--- src/rtl/alu_multiciclo.sv ---
// alu_multiciclo: registered multicycle ALU with a valid/ready handshake on
// both sides. Logic, add/sub, compare and shift operations produce their
// result one cycle after acceptance. MUL uses an iterative shift-add engine
// that takes WIDTH cycles. Each result is held until downstream takes it.
//
// Optional feature macro: ALU_MUL_EN
//   defined   -> opcode 1011 (MUL) and the MUL_BUSY state/datapath are built
//   undefined -> no multiply hardware; 1011 is handled as an illegal opcode
//
// Ports:
//   clk        rising-edge clock
//   rst        synchronous, active-high reset
//   in_valid   operands/opcode valid
//   in_ready   block can accept an operation (high only in IDLE)
//   OP1, OP2   operands; shift amount is OP2[SHW-1:0]
//   ALUSel     4-bit opcode
//   out_valid  Res/Z/Ovf/Err valid (high only in DONE)
//   out_ready  downstream accepts the result
//   Res        result
//   Z          Res == 0 (legal ops only)
//   Ovf        signed overflow for ADD/SUB, else 0
//   Err        illegal opcode flag
//
// Handshake: a transfer happens on a rising edge where valid && ready are
// both high. The source holds its data while valid is high and ready is low;
// the ALU holds Res/Z/Ovf/Err stable while out_valid is high and out_ready
// is low. Acceptance and retirement never happen in the same cycle.
module alu_multiciclo #(
  parameter int WIDTH = 32,
  parameter int SHW   = $clog2(WIDTH)
) (
  input  logic             clk,
  input  logic             rst,
  input  logic             in_valid,
  output logic             in_ready,
  input  logic [WIDTH-1:0] OP1,
  input  logic [WIDTH-1:0] OP2,
  input  logic [3:0]       ALUSel,
  output logic             out_valid,
  input  logic             out_ready,
  output logic [WIDTH-1:0] Res,
  output logic             Z,
  output logic             Ovf,
  output logic             Err
);

  localparam logic [1:0] ST_IDLE     = 2'd0;
  localparam logic [1:0] ST_MUL_BUSY = 2'd1;
  localparam logic [1:0] ST_DONE     = 2'd2;

  localparam logic [3:0] OP_ADD  = 4'b0000;
  localparam logic [3:0] OP_SUB  = 4'b0001;
  localparam logic [3:0] OP_AND  = 4'b0010;
  localparam logic [3:0] OP_OR   = 4'b0011;
  localparam logic [3:0] OP_SLTU = 4'b0100;
  localparam logic [3:0] OP_SLT  = 4'b0101;
  localparam logic [3:0] OP_NOR  = 4'b0110;
  localparam logic [3:0] OP_XOR  = 4'b0111;
  localparam logic [3:0] OP_SLL  = 4'b1000;
  localparam logic [3:0] OP_SRL  = 4'b1001;
  localparam logic [3:0] OP_SRA  = 4'b1010;
`ifdef ALU_MUL_EN
  localparam logic [3:0] OP_MUL  = 4'b1011;
`endif

  logic [1:0]       state_q, state_d;
  logic [WIDTH-1:0] res_q, res_d;
  logic             z_q, z_d;
  logic             ovf_q, ovf_d;
  logic             err_q, err_d;

`ifdef ALU_MUL_EN
  logic [WIDTH-1:0] mcand_q, mcand_d;
  logic [WIDTH-1:0] mplier_q, mplier_d;
  logic [WIDTH-1:0] acc_q, acc_d;
  logic [SHW-1:0]   cnt_q, cnt_d;
  logic [WIDTH-1:0] acc_next;
`endif

  // Single-cycle datapath
  logic [WIDTH-1:0] sum, diff;
  logic [SHW-1:0]   sh;
  logic [WIDTH-1:0] alu_res;
  logic             alu_ovf;
  logic             alu_err;

  assign sum  = OP1 + OP2;
  assign diff = OP1 - OP2;
  assign sh   = OP2[SHW-1:0];

  always_comb begin
    alu_res = '0;
    alu_ovf = 1'b0;
    alu_err = 1'b0;
    case (ALUSel)
      OP_ADD: begin
        alu_res = sum;
        alu_ovf = (OP1[WIDTH-1] == OP2[WIDTH-1]) && (sum[WIDTH-1] != OP1[WIDTH-1]);
      end
      OP_SUB: begin
        alu_res = diff;
        alu_ovf = (OP1[WIDTH-1] != OP2[WIDTH-1]) && (diff[WIDTH-1] != OP1[WIDTH-1]);
      end
      OP_AND:  alu_res = OP1 & OP2;
      OP_OR:   alu_res = OP1 | OP2;
      OP_SLTU: alu_res = {{(WIDTH-1){1'b0}}, (OP1 < OP2)};
      OP_SLT:  alu_res = {{(WIDTH-1){1'b0}}, ($signed(OP1) < $signed(OP2))};
      OP_NOR:  alu_res = ~(OP1 | OP2);
      OP_XOR:  alu_res = OP1 ^ OP2;
      OP_SLL:  alu_res = OP1 << sh;
      OP_SRL:  alu_res = OP1 >> sh;
      OP_SRA:  alu_res = $unsigned($signed(OP1) >>> sh);
`ifdef ALU_MUL_EN
      // The real product is produced by the iterative engine; nothing from
      // this branch is ever made visible.
      OP_MUL:  alu_res = '0;
`endif
      default: alu_err = 1'b1;
    endcase
  end

`ifdef ALU_MUL_EN
  assign acc_next = mplier_q[0] ? (acc_q + mcand_q) : acc_q;
`endif

  always_comb begin
    state_d = state_q;
    res_d   = res_q;
    z_d     = z_q;
    ovf_d   = ovf_q;
    err_d   = err_q;
`ifdef ALU_MUL_EN
    mcand_d  = mcand_q;
    mplier_d = mplier_q;
    acc_d    = acc_q;
    cnt_d    = cnt_q;
`endif
    case (state_q)
      ST_IDLE: begin
        if (in_valid) begin
          state_d = ST_DONE;
          res_d   = alu_res;
          // Illegal opcodes report Z=0 even though Res is zero.
          z_d     = !alu_err && (alu_res == '0);
          ovf_d   = alu_ovf;
          err_d   = alu_err;
`ifdef ALU_MUL_EN
          if (ALUSel == OP_MUL) begin
            state_d  = ST_MUL_BUSY;
            mcand_d  = OP1;
            mplier_d = OP2;
            acc_d    = '0;
            cnt_d    = '0;
          end
`endif
        end
      end
`ifdef ALU_MUL_EN
      ST_MUL_BUSY: begin
        acc_d    = acc_next;
        mcand_d  = mcand_q << 1;
        mplier_d = mplier_q >> 1;
        cnt_d    = cnt_q + SHW'(1);
        // The last iteration writes the result directly from acc_next.
        if (cnt_q == SHW'(WIDTH-1)) begin
          state_d = ST_DONE;
          res_d   = acc_next;
          z_d     = (acc_next == '0);
          ovf_d   = 1'b0;
          err_d   = 1'b0;
        end
      end
`endif
      ST_DONE: begin
        if (out_ready) state_d = ST_IDLE;
      end
      default: state_d = ST_IDLE;
    endcase
  end

  always_ff @(posedge clk) begin
    if (rst) begin
      state_q <= ST_IDLE;
      res_q   <= '0;
      z_q     <= 1'b0;
      ovf_q   <= 1'b0;
      err_q   <= 1'b0;
`ifdef ALU_MUL_EN
      mcand_q  <= '0;
      mplier_q <= '0;
      acc_q    <= '0;
      cnt_q    <= '0;
`endif
    end else begin
      state_q <= state_d;
      res_q   <= res_d;
      z_q     <= z_d;
      ovf_q   <= ovf_d;
      err_q   <= err_d;
`ifdef ALU_MUL_EN
      mcand_q  <= mcand_d;
      mplier_q <= mplier_d;
      acc_q    <= acc_d;
      cnt_q    <= cnt_d;
`endif
    end
  end

  assign in_ready  = (state_q == ST_IDLE);
  assign out_valid = (state_q == ST_DONE);
  assign Res       = res_q;
  assign Z         = z_q;
  assign Ovf       = ovf_q;
  assign Err       = err_q;

endmodule

--- config.mk ---
export PLATFORM = sky130hd
export DESIGN_NAME = alu_multiciclo
export DESIGN_NICKNAME = d
export VERILOG_FILES = /design/src/rtl/alu_multiciclo.sv
export SDC_FILE = /design/constraint.sdc
export NUM_CORES = 1
export LEC_CHECK = 0
export CAP_MARGIN = 20
export CORE_ASPECT_RATIO = 0.5
export CORE_UTILIZATION = 30
export CTS_BUF_LIST = sky130_fd_sc_hd__clkbuf_16
export CTS_CLUSTER_DIAMETER = 200
export CTS_CLUSTER_SIZE = 40
export DETAILED_ROUTE_END_ITERATION = 16
export PLACE_DENSITY = 0.57
export REMOVE_ABC_BUFFERS = 1
export SLEW_MARGIN = 20
export SYNTH_ARGS = -nofsm -noshare
export SYNTH_HDL_FRONTEND = slang
export SYNTH_SLANG_ARGS = --single-unit
--- constraint.sdc ---
create_clock -name clk -period 5.35 [get_ports clk]
set_clock_uncertainty 0.2 [all_clocks]
set_input_delay 1.3375 -clock clk [delete_from_list [all_inputs] [get_ports clk]]
set_output_delay 1.3375 -clock clk [all_outputs]
set_load 0.01 [all_outputs]
* Yosys cells after proc, flatten, opt, wreduce, memory -nomap -nowiden
Cells that the tools add are included.
** Word-level totals
- Logic and storage cells :: 48
- Flip-flop bits (word level) :: 37
- Output and inout port bits :: 37
** Operators by class
- Equality and inequality tests :: 17
- Reductions and logical operators :: 9
- Shifts and indexed selects :: 3
- Magnitude comparators :: 2
- Bitwise operators :: 4
- Add/subtract/negate cells :: 2
- Muxes and demuxes :: 6
** Operator list (number)
- $pmux W32 S11 :: 1
- $lt A32 B32 Y1 :: 2
- $add A32 B32 Y32 :: 1
- $and A32 B32 Y32 :: 1
- $logic_not A32 Y1 :: 1
- $not A32 Y32 :: 1
- $or A32 B32 Y32 :: 1
- $shl A32 B5 Y32 :: 1
- $shr A32 B5 Y32 :: 1
- $sshr A32 B5 Y32 :: 1
- $sub A32 B32 Y32 :: 1
- $xor A32 B32 Y32 :: 1
- $eq A4 B3 Y1 const B :: 4
- $eq A4 B4 Y1 const B :: 3
- $reduce_or A11 Y1 :: 1
- $eq A4 B2 Y1 const B :: 2
- $eq A4 B1 Y1 const B :: 1
- $logic_not A4 Y1 :: 1
- $mux W2 :: 2
- $pmux W2 S2 :: 1
- $reduce_and A2 Y1 :: 2
- $logic_and A1 B1 Y1 :: 3
- $ne A1 B1 Y1 :: 3
- $eq A2 B2 Y1 const B :: 1
- other kinds (6) :: 6

* Depth between registers and ports, before layout
Gate-level depths: netlist of the first run.
- Depth after elaboration :: 5
- Depth in mapped cells :: 17

* Worst setup path after synthesis of the first run
OpenSTA, ideal clock, no wires.
- Kind :: in2reg
- From :: input port OP2[3]
- To :: register z_q (netlist: Z)
- Library setup time :: 0.088 ns
- Slack :: -0.035 ns
- Buffers on the path :: 3
- Stages :: 16
- Arrival time :: 5.097 ns
- Cell sequence :: clkbuf_1 > clkinv_1 > clkbuf_1 > buf_1 > ha_1 > nor2_1 > a221oi_1 > a21oi_1 > o31ai_2 > o221ai_1 > or4_1 > a221oi_1 > nand4b_1 > nor4_1 > nand4_1 > o32ai_2
** Between the ends
- Cells in the longest elaborated chain, start to end :: 5
- Elaborated cells on any way between the ends :: 14
- Those cells by class :: add/sub (2); order compare (2); shift (3); mux (1); bitwise (4); reduce/logical (2)
** Ends and longest elaborated chain
- start: declaration :: line 37 : input logic [WIDTH-1:0] OP2,
- parallel branches: the longest is 2 deep, another holds $sub A32 B32 Y32
- $pmux W32 S11 (*) :: line 95 : case (ALUSel)
- $logic_not A32 Y1 (*) :: line 144 : z_d = !alu_err && (alu_res == '0);
- $logic_and A1 B1 Y1 (*) :: line 144
- end signal: assignment :: line 197 : z_q <= z_d;
- end: declaration :: line 68 : logic z_q, z_d;
Mark *: on every way between the ends.
A chain may end at the register's enable or synchronous reset.

* Final worst setup path of the first run
- From :: input port OP1[27]
- To :: register z_q (netlist: Z)
** Between the ends
- Cells in the longest elaborated chain, start to end :: 5
- Elaborated cells on any way between the ends :: 14
- Those cells by class :: add/sub (2); order compare (2); shift (3); mux (1); bitwise (4); reduce/logical (2)
** Ends and longest elaborated chain
- start: declaration :: line 36 : input logic [WIDTH-1:0] OP1,
- parallel branches: the longest is 2 deep, another holds $sub A32 B32 Y32
- $pmux W32 S11 (*) :: line 95
- $logic_not A32 Y1 (*) :: line 144
- $logic_and A1 B1 Y1 (*) :: line 144
Marked as above.

==> metrics.yaml, run 1 <==
status:
  outcome: "complete, but fails checks"
  violations_in_the_final_reports: "setup timing"
worst_setup_path:
  crit_path_max_fanout: 6
  setup.worst_path.class: "input port to register"
  endpoint_kind: "register"
  crit_path_max_incr_delay_ns: 0.57
  cp-start-kind: "input port"
  slowest_stage: "sky130_fd_sc_hd__clkdlybuf4s50_1"
  worstPathCellList: "clkdlybuf4s50_1, buf_4, mux4_2, mux2i_1, o32ai_1, nand2_1, o211ai_1, buf_4, nor4bb_4, nand4_1, nor4_2, buf_4, and4_1, nand4_1, o32ai_2"
  timing.critical_path.required_ns: 5.36
  crit_path_dat_ns: 5.42
  timing.critical_path.max_delay_family: "simple AND/OR/NAND/NOR gates"
  timing.critical_path.mode_cell: "sky130_fd_sc_hd__buf_4"
  cp.buffers_inverters: 4
synth:
  ys_async_sr_fraction_pct: 0
  number_of_warnings_reported_in_the_yosys_synthesis_log: 0
  synthFlopType: "sky130_fd_sc_hd__dfxtp_1"
  mappedNetlistArea_um2: 11200
  number_of_synthesized_flops_with_an_enable_pin: 0
  synthesized_area_per_cell_um2: 7.03
  ys_ff_latch: 36
  yosys.cell_types.count: 84
  synthesis.instances: 1596
  sequential_element_share_of_the_synthesized_area_pct: 6.43
sta:
  final_min_period_over_clock_period_pct: 101
  final-max-slew-violation-count: 0
  hold_viol: 0
  setup_total_negative_slack_ns: -0.0544
  setup_viol: 1
  post-route-worst-setup-slack_ns: -0.0544
  fin_worst_hold_slack_ns: 0.252
  timing.fmax_mhz: 185
  slew_headroom_pct: 20.9
  max_slew.worst_pin.slew_ns: 1.18
  final.min_clock_period_ns: 5.40
cts:
  cts-hold-fix-buffers: 0
  clk_transition_reported_paths_ns: 0.07
  cts_root_buffer: "sky130_fd_sc_hd__clkbuf_16"
  clock_sink_count: 36
  cts_tree: "yes"
  clk_latency_ns: 0.29
  cts_max_path_buffers: 2
  numCtsBuffers: 5
  h-tree-depth: 2
final_layout:
  post_layout_nonfiller_instances: 2631
  final_util_pct: 47.9
  most_frequent_cells_in_the_layout: "sky130_fd_sc_hd__buf_4, sky130_fd_sc_hd__nor2_1, sky130_fd_sc_hd__nand2_1"
  fill_cells: 3719
  antenna-diode-count: 0
  flow.area_growth_from_synthesis_pct: 55.3
  nNetsFinal: 2319
  most_common_library_cell_in_the_layout_ignoring_fill_and_taps: "sky130_fd_sc_hd__buf_4"
  multi_input_comb_area_um2: 10000
  sequential_cell_area_um2: 721
  layout.cell_area.non_filler_um2: 17400
  post_route_cells_drive_above_1_share_pct: 35.6
power_and_ir_drop:
  power_density_cells_nw_per_um2: 154
  ir_drop_uv: 112
  finalPower_mw: 2.67
  static-leakage-power_nw: 7.67
place:
  placement.cell_area_um2: 16700
  placement.setup.worst_slack_ns: -0.850
  detailedPlacementHpwl_um: 64900
  place_congestion: 1.10
  place.detailed.instances: 2613
  port_buffers: 108
global_route:
  grt_first_pass_wirelength_um: 107000
  number_of_global_route_vias_before_repair: 14400
  overall_global_routing_usage_pct: 38.9
  grt_overflow_total: 0
  antenna_violations_before_repair: 2
  grt_max_degree: 53
run:
  timing.max_cap.violations: 0
detailed_routing:
  detail-route-antenna-nets: 0
  wirelength_um: 76800
  detailroute.via_count: 16100
  detail_route.iter0.violations: 2516
  drt_first_pass_iters: 6
  avgRoutedWirePerCell_um: 29.2
  drc_errors: 0
  drt-vias-per-instance: 6.13
floorplanning:
  site_row_count: 49
  die_h_um: 139
  dieArea_um2: 38200
  initial_core_util_pct: 30.8
  fp.dieW_um: 275
  io_pins: 109
  core_area_um2: 36400
worst_hold_path:
  holdCritPathClass: "register to register"
==> area by class of cell <==
class / instances / area share (%)
Timing Repair Buffer: 676 / 31.6
Clock inverter: 3 / 0.244
Inverter: 104 / 2.24
Sequential cell: 36 / 4.14
Tap cell: 484 / 3.48
Multi-Input combinational cell: 1323 / 57.5
Clock buffer: 5 / 0.718
==> worst register-to-register path, cell delays in order (launching register included) <==
cell,delay [ns]
sky130_fd_sc_hd__dfxtp_1,0.36
sky130_fd_sc_hd__inv_1,0.10
sky130_fd_sc_hd__nand2_1,0.10
sky130_fd_sc_hd__a311o_1,0.33
sky130_fd_sc_hd__nor4_4,0.31
sky130_fd_sc_hd__nor3b_2,0.21
sky130_fd_sc_hd__buf_4,0.12
sky130_fd_sc_hd__nor4bb_4,0.37
sky130_fd_sc_hd__nand4_1,0.20
sky130_fd_sc_hd__nor4_2,0.36
sky130_fd_sc_hd__buf_4,0.19
sky130_fd_sc_hd__and4_1,0.19
sky130_fd_sc_hd__nand4_1,0.11
sky130_fd_sc_hd__o32ai_2,0.25
==> registers in the layout, summed over array words and instances (netlist names) <==
signal	cells
Ovf	1
Res	32
Err	1
Z	1
state_q	1
==> final timing paths <==
kind	cells after the start	from	slack, ns	end
setup / recovery	15	OP1[27]	-0.05	Z$_SDFFE_PP0P_
hold / removal	2	Ovf$_SDFFE_PP0P_	0.25	Ovf$_SDFFE_PP0P_
setup reg to reg	13	state_q[1]$_SDFFE_PP0P_	1.86	Z$_SDFFE_PP0P_
hold reg to reg	2	Ovf$_SDFFE_PP0P_	0.25	Ovf$_SDFFE_PP0P_
==> routing by layer <==
metal  GRT usage, %  up-vias  routed length, um
met5           2.38        -                 59
met4           5.15        2               1190
met3           15.9       71              11700
met2           46.4     1034              26600
met1           62.4     7859              37300
li1               -     7151                  -
==> synthesized netlist by cell type (21+ instances only) <==
library cell | number | area [um2]
sky130_fd_sc_hd__nand3_1 | 29 | 145
sky130_fd_sc_hd__o221ai_1 | 21 | 184
sky130_fd_sc_hd__o21ai_0 | 83 | 415
sky130_fd_sc_hd__clkbuf_1 | 92 | 345
sky130_fd_sc_hd__o22ai_1 | 28 | 175
sky130_fd_sc_hd__mux2_2 | 33 | 372
sky130_fd_sc_hd__a211oi_1 | 47 | 353
sky130_fd_sc_hd__ha_1 | 99 | 1240
sky130_fd_sc_hd__a21oi_1 | 129 | 646
sky130_fd_sc_hd__nor2_1 | 167 | 627
sky130_fd_sc_hd__a22oi_1 | 23 | 173
sky130_fd_sc_hd__nor3_1 | 50 | 250
sky130_fd_sc_hd__o211ai_1 | 38 | 285
sky130_fd_sc_hd__nand2_1 | 153 | 574
sky130_fd_sc_hd__dfxtp_1 | 36 | 721
sky130_fd_sc_hd__inv_1 | 99 | 372
sky130_fd_sc_hd__mux2i_1 | 47 | 470
sky130_fd_sc_hd__mux4_2 | 38 | 856
==> timing repair <==
action | CTS | global route
hold endpoints to repair | 0 | 0
endpoints found under the setup margin | 1 | 2
pin swaps | 9 | 24
gates resized for setup | 26 | 82
setup buffers | 3 | 6
gates cloned | 0 | 0
==> power breakdown <==
group	switching [mW]	total (mW)	internal, mW
combinational	1.13	2.02	0.888
clock	0.131	0.351	0.219
sequential	0.0133	0.305	0.292
==> cell families (layout without fill, tap and decap cells) <==
group,count (synthesis),in the layout,share of synthesized area [%]
flops,36,36,6.43
buf+inv,237,788,8.56
fa+ha+maj,101,101,11.4
compound gates,566,566,35.1
simple gates,523,523,21.9
xor+xnor,13,13,1.02
mux,120,120,15.6
(Power assumes the default switching activity.)
==> run 2, diff against run 1 <==
--- a/config.mk
+++ b/config.mk
@@ -5,7 +5,6 @@
 export SDC_FILE = /design/constraint.sdc
 export NUM_CORES = 1
 export LEC_CHECK = 0
-export CAP_MARGIN = 20
 export CORE_ASPECT_RATIO = 0.5
 export CORE_UTILIZATION = 30
 export CTS_BUF_LIST = sky130_fd_sc_hd__clkbuf_16
==> results of run 2 <==
The final DEF is identical to that of run 1; final timing and power are the same.
==> edit (flow settings as in run 2) <==
Add a define of `ALU_MUL_EN`.
--- a/src/rtl/alu_multiciclo.sv
+++ b/src/rtl/alu_multiciclo.sv
@@ -26,4 +26,6 @@
 // the ALU holds Res/Z/Ovf/Err stable while out_valid is high and out_ready
 // is low. Acceptance and retirement never happen in the same cycle.
+`define ALU_MUL_EN
+
 module alu_multiciclo #(
   parameter int WIDTH = 32,
Formal check against the unedited RTL: not equivalent (a bounded check fails within 4 cycles, from zero or initial values and one cycle with rst high).
==> edit against run 2 <==
Total power is 58% higher. Register-to-register slack worse by 850 ps. Synthesized area rose by 54%. Worst setup slack improved by 130 ps. Synthesized cell count is 46% higher. Routed wire length rose by 24%. Sequential cell count rose by 102. Design area is 31% higher. Critical endpoint unchanged. Largest cell class unchanged. Highest routed layer unchanged.
==> edit: results (changes against run 2) <==
Parameter                              Value

Routing
  First drt pass iteration count ... 7 (+1)
  Per-cell via count in the routed design ... 6.026 (-1.6%)
  Starting DRT DRC Count ... 3228 (+28%)

Finish
  Count of clock-net buffers in the final layout ... 17 (+12)
  Multi-input combinational cell count ... 1899 (+44%)
  Ant diodes ... 1 (+1)
  Non-clock buffering overhead ... 20.54% (-11 points)
  Share of the final layout cell area in sequential cells ... 12.11% (+8.0 points)
  Count of nets after finishing ... 2957 (+28%)
  # fillers ... 5908 (+59%)
  Clock-cell share of area ... 2.381% (+1.4 points)
  Share of cells above drive strength 1 ... 23.68% (-12 points)
  Number of standard cells in the layout, taps in and fillers out ... 3515 (+34%)
  Plain + repair buffers ... 573 (-15%)
  Layout Utilization ... 40.61% (-7.3 points)
  Inverters ... 116 (+12%)

Global route
  GRT Total Usage ... 31.97% (-7.0 points)
  Global-route wire length before repair ... 137100 microns (+28%)
  Vias in the first global route ... 19320 (+34%)
  Pin count of the biggest net entering global routing ... 87 (+64%)
  Initial antenna violation count ... 4 (+2)

Setup path
  Family of cells with the greatest summed delay on the critical path ... buffers and inverters
  Highest fanout seen on the critical path ... 8 (+2)
  Worst Reg2Reg Path Length in Cells ... 15 (+2)
  Max incr delay on CP ... 460 ps (-110 ps)
  Worst R2R Setup Slack ... 1010 ps (-850 ps)
  Crit path launch ... OP1[21]
  Critical register-to-register path startpoint ... mcand_q[0]$_SDFFE_PP0P_

CTS
  Worst-Skew Late Latency ... 460 ps (+170 ps)
  Cts repair resizes ... 2 (-92%)

Place
  Total half-perimeter wirelength after legalization and detailed placement ... 76870 microns (+18%)
  Worst slack at placement ... -516.6 ps (+333.5 ps)
  Routability-driven placement congestion ratio ... 1.051 (-4.6%)
  Placement Cell Area ... 22180 sq um (+33%)

Power
  Maximum VDD drop ... 0.2096 mV (+86%)
  Power in sequential cells ... 1.09 mW (+260%)
  Static leakage ... 9.730 nW (+27%)
  Part of the power in the clock network ... 28.1% (+15 points)
  Cell-internal power ... 2.479 mW (+77%)
  Net Sw Frac ... 41.46% (-6.2 points)

STA
  Relative slew slack ... 32.08% (+11 points)
  Final worst-path cycle share ... 98.51% (-2.5 points)

Yosys
  Register area share after synthesis ... 16.02% (+9.6 points)
  Commonest cells in the synthesized netlist ... sky130_fd_sc_hd__nor2_1, sky130_fd_sc_hd__nand2_1, sky130_fd_sc_hd__a21oi_1
  Number of synthesized register bits ... 138 (+280%)
  Syn_area_per_cell ... 7.402 sq um (+5.4%)
  Library cells used by synthesis ... 93 (+11%)

Status
  Result of the run ... finished clean
## edit: cell count changes in the layout (fill, tap and decap cells not counted), moves of 48 or more
cell                        change
sky130_fd_sc_hd__nor2_1       +189
sky130_fd_sc_hd__buf_4         -99
sky130_fd_sc_hd__dfxtp_1      +102
sky130_fd_sc_hd__a21oi_1       +51
sky130_fd_sc_hd__ha_1          +48
sky130_fd_sc_hd__a2111oi_0     +58
## edit: worst min-delay path by stage
stage / start / endpoint / slack, ps / depth (start not counted)
after CTS: Res[18]$_SDFFE_PP0P_ / Res[18]$_SDFFE_PP0P_ / 260 / 2
after floorplan: acc_q[29]$_SDFFE_PP0P_ / acc_q[29]$_SDFFE_PP0P_ / 250 / 2
after detailed placement: Res[19]$_SDFFE_PP0P_ / Res[19]$_SDFFE_PP0P_ / 250 / 2
final: Res[18]$_SDFFE_PP0P_ / Res[18]$_SDFFE_PP0P_ / 260 / 2
after global routing: Res[19]$_SDFFE_PP0P_ / Res[19]$_SDFFE_PP0P_ / 290 / 2
after global placement: Res[18]$_SDFFE_PP0P_ / Res[18]$_SDFFE_PP0P_ / 240 / 2
## edit: cell families (layout without fill, tap and decap cells)
group	after synthesis	in the layout	share of synthesized area (%)
multiplexers	158	158	12.63
other	0	1	0
buffers and inverters	293	721	6.870
flip-flops	138	138	16.02
XOR/XNOR	50	50	2.539
adder cells (fa/ha/maj)	140	140	10.29
AO/OA/AOI/OAI	753	753	30.63
AND/OR/NAND/NOR	798	798	21.02
## edit: layer usage
metal / track usage, % / up-vias / routed length [microns]
met5: 0 / - / 27
met3: 11.11 / 95 / 12450
met4: 4.367 / 4 / 1155
met1: 46.95 / 10330 / 44280
li1: - / 9557 / -
met2: 44.89 / 1195 / 37520
